## config.mk

```make
export PLATFORM = sky130hd
export DESIGN_NAME = fadd_ctrl
export DESIGN_NICKNAME = d
export VERILOG_FILES = /design/src/rtl/fadd_ctrl.sv
export SDC_FILE = /design/constraint.sdc
export NUM_CORES = 1
export LEC_CHECK = 0
export BUFFER_PORTS_ARGS = -buffer_cell sky130_fd_sc_hd__buf_2
export CORE_MARGIN = 3
export CORE_UTILIZATION = 35
export CTS_BUF_LIST = sky130_fd_sc_hd__clkbuf_8
export DETAILED_ROUTE_END_ITERATION = 6
export SETUP_SLACK_MARGIN = 0.4
export SYNTH_ARGS = -nofsm -noshare
export SYNTH_HDL_FRONTEND = slang
export SYNTH_SLANG_ARGS = --single-unit
```

## constraint.sdc

```tcl
create_clock -name clk -period 3.8 [get_ports clk]
set_input_delay 0.57 -clock clk [delete_from_list [all_inputs] [get_ports clk]]
set_output_delay 0.57 -clock clk [all_outputs]
set_load 0.005 [all_outputs]
```

## src/rtl/fadd_ctrl.sv

```systemverilog
// Handshake controller for a multi-cycle IEEE-754 single-precision adder core.
// Sequences one operation at a time, buffers results in a small FIFO and flags timeouts.
module fadd_ctrl #(
    parameter int DEPTH   = 2,
    parameter int TIMEOUT = 31
) (
    input  logic        clk,
    input  logic        rst_n,
    input  logic        in_valid,
    output logic        in_ready,
    input  logic [31:0] in_a,
    input  logic [31:0] in_b,
    output logic        out_valid,
    input  logic        out_ready,
    output logic [31:0] out_result,
    output logic [2:0]  out_flags,
    output logic        add_start,
    output logic [31:0] add_a,
    output logic [31:0] add_b,
    input  logic [31:0] add_result,
    input  logic [3:0]  add_done,
    output logic        busy,
    output logic        err
);

    localparam int PTR_W = (DEPTH > 1) ? $clog2(DEPTH) : 1;
    localparam int CNT_W = $clog2(DEPTH + 1);
    localparam logic [PTR_W-1:0] LAST_PTR    = PTR_W'(DEPTH - 1);
    localparam logic [CNT_W-1:0] DEPTH_CNT   = CNT_W'(DEPTH);
    localparam logic [7:0]       TIMEOUT_CNT = 8'(TIMEOUT);

    typedef enum logic [1:0] {
        IDLE  = 2'd0,
        RUN   = 2'd1,
        DRAIN = 2'd2
    } stateType;

    stateType         state;
    stateType         stateNext;
    logic             addStartNext;
    logic             accept;
    logic             push;
    logic             pop;
    logic             abort;
    logic [7:0]       toutCnt;
    logic [CNT_W-1:0] fifoCount;
    logic [PTR_W-1:0] wrPtr;
    logic [PTR_W-1:0] rdPtr;
    logic [31:0]      resultMem [DEPTH];
    logic [2:0]       flagsMem  [DEPTH];

    function automatic logic [PTR_W-1:0] nextPtr(input logic [PTR_W-1:0] ptr);
        return (ptr == LAST_PTR) ? '0 : ptr + PTR_W'(1);
    endfunction

    assign in_ready  = (state == IDLE) && (fifoCount < DEPTH_CNT) && !err;
    assign accept    = in_valid && in_ready;
    assign out_valid = (fifoCount != '0);
    assign pop       = out_valid && out_ready;
    assign busy      = (state != IDLE);

    // NOTE: next-state logic is purely combinational, so every output gets a
    // default before the case statement; a missing default would infer a latch.
    always_comb begin
        stateNext    = state;
        addStartNext = add_start;
        push         = 1'b0;
        abort        = 1'b0;
        case (state)
            IDLE: begin
                if (accept) begin
                    stateNext    = RUN;
                    addStartNext = 1'b1;
                end
            end
            RUN: begin
                if (add_done[0]) begin
                    push      = 1'b1;
                    stateNext = DRAIN;
                end else if (toutCnt == TIMEOUT_CNT) begin
                    abort        = 1'b1;
                    addStartNext = 1'b0;
                    stateNext    = IDLE;
                end
            end
            DRAIN: begin
                // Start drops one cycle after done so the core's sequencer is idle first.
                addStartNext = 1'b0;
                stateNext    = IDLE;
            end
            default: begin
                addStartNext = 1'b0;
                stateNext    = IDLE;
            end
        endcase
    end

    // NOTE: all sequential state below uses non-blocking assignments so every
    // register samples pre-edge values regardless of block ordering.
    always_ff @(posedge clk or negedge rst_n) begin
        if (!rst_n) begin
            state     <= IDLE;
            add_start <= 1'b0;
        end else begin
            state     <= stateNext;
            add_start <= addStartNext;
        end
    end

    always_ff @(posedge clk or negedge rst_n) begin
        if (!rst_n) begin
            add_a <= '0;
            add_b <= '0;
        end else if (accept) begin
            add_a <= in_a;
            add_b <= in_b;
        end
    end

    always_ff @(posedge clk or negedge rst_n) begin
        if (!rst_n) begin
            toutCnt <= '0;
        end else if (accept) begin
            toutCnt <= '0;
        end else if (state == RUN && !push && !abort) begin
            toutCnt <= toutCnt + 8'd1;
        end
    end

    always_ff @(posedge clk or negedge rst_n) begin
        if (!rst_n) begin
            err <= 1'b0;
        end else if (abort) begin
            err <= 1'b1;
        end
    end

    // NOTE: the storage array is reset because the head entry drives the
    // outputs directly and must read as zero after reset.
    always_ff @(posedge clk or negedge rst_n) begin
        if (!rst_n) begin
            for (int i = 0; i < DEPTH; i++) begin
                resultMem[i] <= '0;
                flagsMem[i]  <= '0;
            end
        end else if (push) begin
            resultMem[wrPtr] <= add_result;
            flagsMem[wrPtr]  <= add_done[3:1];
        end
    end

    always_ff @(posedge clk or negedge rst_n) begin
        if (!rst_n) begin
            wrPtr     <= '0;
            rdPtr     <= '0;
            fifoCount <= '0;
        end else begin
            if (push) begin
                wrPtr <= nextPtr(wrPtr);
            end
            if (pop) begin
                rdPtr <= nextPtr(rdPtr);
            end
            case ({push, pop})
                2'b10:   fifoCount <= fifoCount + CNT_W'(1);
                2'b01:   fifoCount <= fifoCount - CNT_W'(1);
                default: fifoCount <= fifoCount;
            endcase
        end
    end

    assign out_result = resultMem[rdPtr];
    assign out_flags  = flagsMem[rdPtr];

endmodule

```

Word-level counts from Yosys, hierarchy flattened

Index checks and enable logic that the tools add are counted.

Add/sub/neg operators: 5
Magnitude comparators: 4
Equal/unequal tests: 8
Muxes and demuxes: 30
Bitwise logic cells: 2
Reduce and logical (&&, ||, !) cells: 17

Operator list:

| kind                | count |
|---|---|
| $mux 32             | 4 |
| $bwmux 64           | 1 |
| $demux 32 s1        | 1 |
| $mux 8              | 2 |
| $mux 3              | 4 |
| $mux 1              | 10 |
| $add 8x1->8 const B | 1 |
| $eq 8x5->1 const B  | 1 |
| $pmux 2 s2          | 2 |
| $reduce_bool 2->1   | 4 |
| $logic_and 1x1->1   | 7 |
| $bwmux 6            | 1 |
| $mux 2              | 3 |
| $ne 2x2->1 const B  | 3 |
| $eq 2x1->1 const B  | 2 |
| $ge 2x2->1 const B  | 2 |
| $not 1->2           | 2 |
| $demux 3 s1         | 1 |
| $logic_not 1->1     | 3 |
| $ne 3x3->1 const B  | 1 |
| $reduce_and 3->1    | 1 |
| $add 1x1->1 const B | 2 |
| $add 2x1->2 const B | 1 |
| $eq 2x2->1 const B  | 1 |
| 6 further kinds     | 6 |

Register bits: 150
Input port bits: 104
Output and inout bits: 104
Logic and storage cells: 79

Logic depth before layout (Yosys ltp)

Gate-level depths: netlist of the first run.

Depth after elaboration: 8
Gate-level depth with buffers: 7
Gate-level depth less buffers: 6

Worst setup path before layout of the first run

Ideal clock, no wire load.

Kind: register to output
Start point: reg rdPtr
End point: out out_result[0]
Arrival: 1.335 ns
Required time: 3.230 ns
Setup slack: 1.895 ns
Stages on the path, launching flop included: 4
Path buffers: 2
Path through: dfrtp_1 -> clkbuf_1 -> buf_1 -> mux2_2

Longest elaborated chain between the ends: 4

Ends and longest elaborated chain:

| element                                    | RTL line | RTL |
|---|---|---|
| from (decl)                                | 48       | `logic [PTR_W-1:0] rdPtr;` |
| from (signal assigned)                     | 162      | `rdPtr <= nextPtr(rdPtr);` |
| $not 1->2 (not written as such)            | 172      | `assign out_result = resultMem[rdPtr];` |
| $mux 32 (not written as such) (3 in a row) | 172      |  |
| to (decl)                                  | 15       | `output logic [31:0] out_result,` |

Every way passes these cells. The select of a mux whose other input is x is not followed.

Final worst setup path of the first run

Start point: reg state[1]
End point: reg add_a[18]

Longest elaborated chain between the ends: 4

Ends and longest elaborated chain:

| element                        | RTL line | RTL |
|---|---|---|
| from (decl)                    | 38       | `stateType state;` |
| from (signal assigned)         | 105      | `state <= stateNext;` |
| $logic_not 2->1                | 56       | `assign in_ready = (state == IDLE) && (fifoCount < DEPTH_CNT) && !err;` |
| $logic_and 1x1->1 (2 in a row) | 56       |  |
| $logic_and 1x1->1              | 57       | `assign accept = in_valid && in_ready;` |
| to (signal assigned)           | 115      | `add_a <= in_a;` |
| to (decl)                      | 18       | `output logic [31:0] add_a,` |

Every way passes these cells.
A chain may end at the register's enable or synchronous reset.

==> results.py, run 1 <==
metrics = {
    "setup_path": {
        "r2r_setup_slack_ns": 1.35,
        "path_class": "flip-flop to flip-flop",
        "cp.required_ns": 4.11,
        "end_kind": "flip-flop",
        "path_delay_family": "simple AND/OR/NAND/NOR gates",
        "worst_setup_path_start_kind": "flip-flop",
        "cp_max_fo": 66,
        "critical_path.endpoint": "add_a[18]",
        "cp_cell_sequence": "or4_1 -> clkinv_4 -> nand2_4 -> mux2_4",
        "worstPathArrival_ns": 2.77,
        "r2r_cells": 4,
        "r2r_end": "add_a[18]",
        "r2r_start": "state[1]",
        "slowest_delay_ns": 0.68,
        "cp_num_buf_inv": 1,
        "crit_cells": 4,
        "crit_start": "state[1]",
        "crit_path_top_delay_cell": "or4_1",
    },
    "yosys": {
        "syn_area_um2": 6320,
        "ys.flop_type": "dfrtp_1",
        "synth_seq_cells": 150,
        "synth_area_leaders": "dfrtp_1 59%, mux2_2 23%, mux2_4 9.0%",
        "ys_warn_count": 0,
        "synth_common_cells": "150 x dfrtp_1, 131 x mux2_2, 38 x mux2_4, 7 x o21ai_0, 6 x buf_2",
        "synth_edf_count": 0,
        "synth_cell_type_count": 33,
        "yosysTopAreaCell": "dfrtp_1",
        "synth_nets": 504,
        "avgSynthCellArea_um2": 15.9,
        "async_flop_share": 1.00,
        "yosysSeqAreaShare": 0.594,
        "synth_cells": 398,
        "yosysMostFrequentCell": "dfrtp_1",
        "yosysTopAreaCellShare": 0.594,
    },
    "clocking": {
        "clockBufferDepth": 2,
        "cts_max_level": 4,
        "ctsResizeCount": 0,
        "insertion_delay_ns": 0.43,
        "post_cts_buffers": 0,
        "cts_sinks": 150,
        "cts.clk_slew.worst_paths_ns": 0.08,
        "cts_hold_buf": 0,
        "cts_tree": "built",
        "cts_buffers": 17,
        "root_buffer": "clkbuf_8",
    },
    "placement": {
        "routabilityCongestion": 0.747,
        "place_inst": 815,
        "port_buffers": 207,
        "hpwl_mm": 9.42,
    },
    "global_routing": {
        "grt_first_pass_wirelength_mm": 22.4,
        "grt_pass1_vias": 4402,
        "overflow": 0,
        "grt_antenna_before_repair": 0,
        "gr-usage-all-layers": 0.141,
        "grt_max_degree": 83,
    },
    "die": {
        "die_h_um": 140,
        "start_util": 0.362,
        "io_pins": 208,
        "num_rows": 48,
        "fp.dieArea_um2": 19700,
        "core-area_um2": 17500,
        "die_w_um": 140,
    },
    "power_and_ir_drop": {
        "power.density_nw_per_um2": 836,
        "vdd_ir_drop_max_uv": 467,
        "p_leak_nw": 4.00,
    },
    "detailed_routing": {
        "drtAntennaViolNets": 0,
        "highest_layer": "met4",
        "first_pass_iters": 4,
        "dr_total_vias": 4016,
        "wl_per_cell_um": 16.1,
        "dr_wl_met3_um": 687,
        "via_per_inst": 4.74,
        "wl_met2_mm": 7.02,
        "drt_iter0_drc": 119,
        "drc_errors": 0,
        "finalWirelength_mm": 13.7,
        "met1Wirelength_mm": 5.72,
    },
    "flow_run": {
        "max_cap_viol_count": 0,
    },
    "min_path": {
        "hold_path.class": "input pin to async pin",
    },
    "sta": {
        "relSlewSlack": 0.292,
        "rsz0062_at_grt": "no",
        "fin_crit_sh": 0.645,
        "fmax_mhz": 408,
        "finClkSkew_ns": 0.00824,
        "finalMaxSlewViolations": 0,
        "min_period_ns": 2.45,
        "finalSetupViolations": 0,
        "tightest_slew_ns": 1.06,
        "hold_violations": 0,
        "fin_setup_tns_ns": 0,
    },
    "finish": {
        "drive_above_1_share": 0.664,
        "n_antenna_cell": 0,
        "stdcell_count": 847,
        "final_nets": 715,
        "areaGrowthSynthToFinish_pct": 26.4,
        "num-fill-cells": 1631,
    },
    "run_status": {
        "status": "complete, no violations",
    },
}
==> stage by stage <==
| step | utilization | setup WS [ns] | instance area (µm²) | total power [W] | hold slack [ns] |
|---|---|---|---|---|---|
| 6_report | 0.457 | 1.35 | 7990 | 0.00668 | 0.167 |
| 5_1_grt | 0.457 | 1.23 | 7990 | 0.00716 | 0.197 |
| 4_1_cts | 0.457 | 1.33 | 7990 | 0.00681 | 0.188 |
| 3_5_place_dp | 0.434 | 1.34 | 7580 | 0.00553 | 0.461 |
| 3_3_place_gp | 0.434 | 1.43 | 7580 | 0.00541 | 0.456 |
| 2_1_floorplan | - | 1.89 | 6320 | 0.00446 | 0.274 |
==> state kept, by name, summed over array words and instances (netlist names), 2 cells and up <==
signal,count
fifoCount,2
toutCnt,8
resultMem,64
state,2
add_a,32
flagsMem,6
add_b,32
==> worst register-to-register path, cell delays in order, from the launching register on <==
cell      delay [ns]
dfrtp_1         0.43
or4_1           0.68
clkinv_4        0.12
nand2_4         0.53
mux2_4          0.58
==> report_power, final <==
| part | switching [W] | total (W) | internal [W] |
|---|---|---|---|
| sequential | 0.000395 | 0.00277 | 0.00237 |
| combinational | 0.00102 | 0.00267 | 0.00166 |
| clock | 0.000571 | 0.00124 | 0.000664 |
| total | 0.00199 | 0.00668 | 0.00469 |
==> cell usage in the layout (no fill, tap or decap), types with 2 or more instances in the layout <==
cell type and n:
or2_2 2, mux2i_1 5, and2_1 2, ha_1 2, or3_1 2, mux2_2 131
nand3_1 2, o21ai_0 7, dfrtp_1 150, xor2_1 2, mux2_4 38, nand4_1 2
xnor2_1 3, bufinv_16 2, o211ai_1 2, buf_4 3, nand2_1 2, or4_1 2
buf_2 206, a21o_1 3, nor2_1 3, a21oi_1 3, inv_1 8, clkinvlp_4 2
and3_1 3, clkbuf_8 22
==> kinds of logic (layout without fill, tap and decap cells) <==
logic type | Yosys count | count (layout) | share of synthesized area
flip-flops | 150 | 150 | 0.594
buffers and inverters | 24 | 248 | 0.0222
adder cells (fa/ha/maj) | 2 | 2 | 0.00396
AND/OR/NAND/NOR | 25 | 25 | 0.0238
XOR/XNOR | 5 | 5 | 0.00693
multiplexers | 174 | 174 | 0.332
AO/OA/AOI/OAI | 18 | 18 | 0.0178
==> layer usage <==
metal | track usage | up-vias
li1 | - | 1841
met1 | 0.170 | 2047
met2 | 0.244 | 112
met3 | 0.0403 | 16
met4 | 0.0484 | 0
met5 | 0 | -
==> cell type report <==
| class | instances | area (µm²) | area share |
|---|---|---|---|
| clock buffer | 22 | 303 | 0.0379 |
| clock inverter | 10 | 104 | 0.0130 |
| inverter | 5 | 23.8 | 0.00298 |
| multi-input combinational | 224 | 2440 | 0.305 |
| sequential | 150 | 3750 | 0.470 |
| tap | 225 | 282 | 0.0352 |
| timing repair buffer | 211 | 1080 | 0.136 |
==> worst min path at each step <==
| stage | from | endpoint | slack [ns] | cells after the start |
|---|---|---|---|---|
| global placement | rdPtr | rdPtr | 0.46 | 1 |
| detailed placement | rdPtr | rdPtr | 0.46 | 1 |
| floorplan | rst_n | add_a[0] | 0.27 | 0 |
| finish | rst_n | resultMem[57] | 0.17 | 1 |
| global route | rst_n | resultMem[25] | 0.20 | 1 |
| CTS | rst_n | resultMem[25] | 0.19 | 1 |
Note: power is estimated with default switching activity, not from simulation.
==> run 2: changes to the inputs <==
clock period = 2.2 ns   (was 3.8 ns; I/O delays follow)
==> run 2 against run 1 <==
Compared with the run above:
- die area is the same
- critical path type unchanged
- clock power grew 100%
- largest power group is now combinational logic
- critical endpoint is now add_a[12]
- non-clock buffer count grew 34
==> results.py, run 2 (synthesis results as in run 1) <==
metrics = {
    "run_status": {
        "status": "complete, no violations",
    },
    "die": {
        "io_pins": 208,
        "num_rows": 48,
        "die_w_um": 140,
        "core-area_um2": 17500,
        "fp.dieArea_um2": 19700,
        "die_h_um": 140,
        "start_util": 0.362,
    },
    "placement": {
        "hpwl_mm": 10.2,
        "routabilityCongestion": 0.772,
        "place_worst_setup_slack_ns": 0.235,
        "port_buffers": 207,
    },
    "detailed_routing": {
        "drt_iter0_drc": 152,
        "drtAntennaViolNets": 0,
        "finalWirelength_mm": 15.9,
        "drc_errors": 0,
        "wl_per_cell_um": 18.1,
        "first_pass_iters": 4,
        "dr_total_vias": 4219,
        "via_per_inst": 4.80,
    },
    "sta": {
        "fin_crit_sh": 0.863,
        "finalMaxSlewViolations": 0,
        "relSlewSlack": 0.624,
        "fin_setup_tns_ns": 0,
        "hold_violations": 0,
        "finalSetupViolations": 0,
        "min_period_ns": 1.90,
        "fmax_mhz": 527,
        "tightest_slew_ns": 0.564,
        "fin_ws_ns": 0.301,
        "rsz0062_at_grt": "yes",
        "finClkSkew_ns": 0.0135,
    },
    "setup_path": {
        "cp_max_fo": 8,
        "worst_setup_path_start_kind": "flip-flop",
        "cp.required_ns": 2.52,
        "r2r_end": "add_a[12]",
        "r2r_start": "state[0]",
        "r2r_cells": 6,
        "r2r_setup_slack_ns": 0.30,
        "worstPathArrival_ns": 2.22,
        "path_class": "flip-flop to flip-flop",
        "end_kind": "flip-flop",
    },
    "clocking": {
        "cts_sinks": 150,
        "cts_max_level": 4,
        "cts_tree": "built",
        "cts.clk_slew.worst_paths_ns": 0.08,
        "cts_buffers": 17,
        "insertion_delay_ns": 0.43,
        "root_buffer": "clkbuf_8",
        "clockBufferDepth": 2,
    },
    "finish": {
        "areaGrowthSynthToFinish_pct": 37.5,
        "largest_reg_flops": 64,
        "largest_register": "resultMem",
        "layout_commonest_cell": "buf_2",
        "final_nets": 750,
        "top_regs": "resultMem (64), add_a (32), add_b (32)",
        "drive_above_1_share": 0.695,
        "layout_common_cells": "204 x buf_2, 149 x dfrtp_1, 130 x mux2_2",
    },
    "min_path": {
        "min_path_cells": 2,
        "min-delay-start": "in_a[24]",
        "hold_path.class": "input pin to flip-flop",
        "hold-path-endpoint": "add_a[24]",
    },
    "power_and_ir_drop": {
        "power.density_nw_per_um2": 1470,
        "power.total_w": 0.0128,
        "vdd_ir_drop_max_uv": 568,
        "p_leak_nw": 4.31,
    },
    "global_routing": {
        "gr-usage-all-layers": 0.152,
        "grt_antenna_before_repair": 1,
        "grt_max_degree": 58,
        "grt_first_pass_wirelength_mm": 23.9,
        "overflow": 0,
        "grt_pass1_vias": 4595,
    },
    "flow_run": {
        "max_cap_viol_count": 0,
    },
}
run 2: final cells by class:
type	instances	area, µm²
diodes	1	2.50
well taps	225	282
multi-input cells	225	2500
clock inverters	9	201
inverters	5	26.3
clock buffers	19	262
flip-flops and latches	150	3750
repair buffers	245	1660
fillers	1527	8780
run 2: how the worst max path moves through the flow:
stage                 start        endpoint  depth (start not counted)
6_report           state[0]       add_a[12]                          6
5_1_grt               rdPtr   out_result[7]                          3
3_3_place_gp   fifoCount[1]       add_a[20]                          5
4_1_cts               rdPtr  out_result[12]                          3
2_1_floorplan      state[0]        add_a[0]                          7
3_5_place_dp       state[0]       add_a[13]                          5
run 2: layer usage:
metal  vias up  routed length [µm]  global-route usage
met3        10                 662              0.0417
met5         -                   0                   0
met1      2164                6790               0.185
li1       1928                   -                   -
met4         0                 190              0.0500
met2       117                8250               0.263
run 2: report_power, final:
| group | internal (W) | switching, W |
|---|---|---|
| logic | 0.00345 | 0.00204 |
| registers | 0.00411 | 0.000705 |
| clock network | 0.00150 | 0.000974 |
run 2: critical path: stages, from the launching register on:
cell       delay [ns]
dfrtp_1          0.38
or4_4            0.57
clkinv_4         0.08
buf_8            0.13
nand2_8          0.12
clkbuf_16        0.21
mux2_4           0.30
run 2: timing repair:
action,in CTS,in global routing
gates resized for setup,11,17
pin swaps,1,2
gates cloned,2,12
buffers inserted,9,5
endpoints found under the setup margin,95,140
hold buffers,1,0
hold endpoints to repair,55,0
run 2: through the flow:
step,hold WS (ns),util,cell area [µm²],std cells
6_report,0.126,0.497,8690,879
5_1_grt,0.0687,0.497,8690,879
4_1_cts,0.0831,0.477,8340,861
3_5_place_dp,0.343,0.441,7700,821
3_3_place_gp,0.330,0.441,7700,821
2_1_floorplan,0.0344,-,6350,398
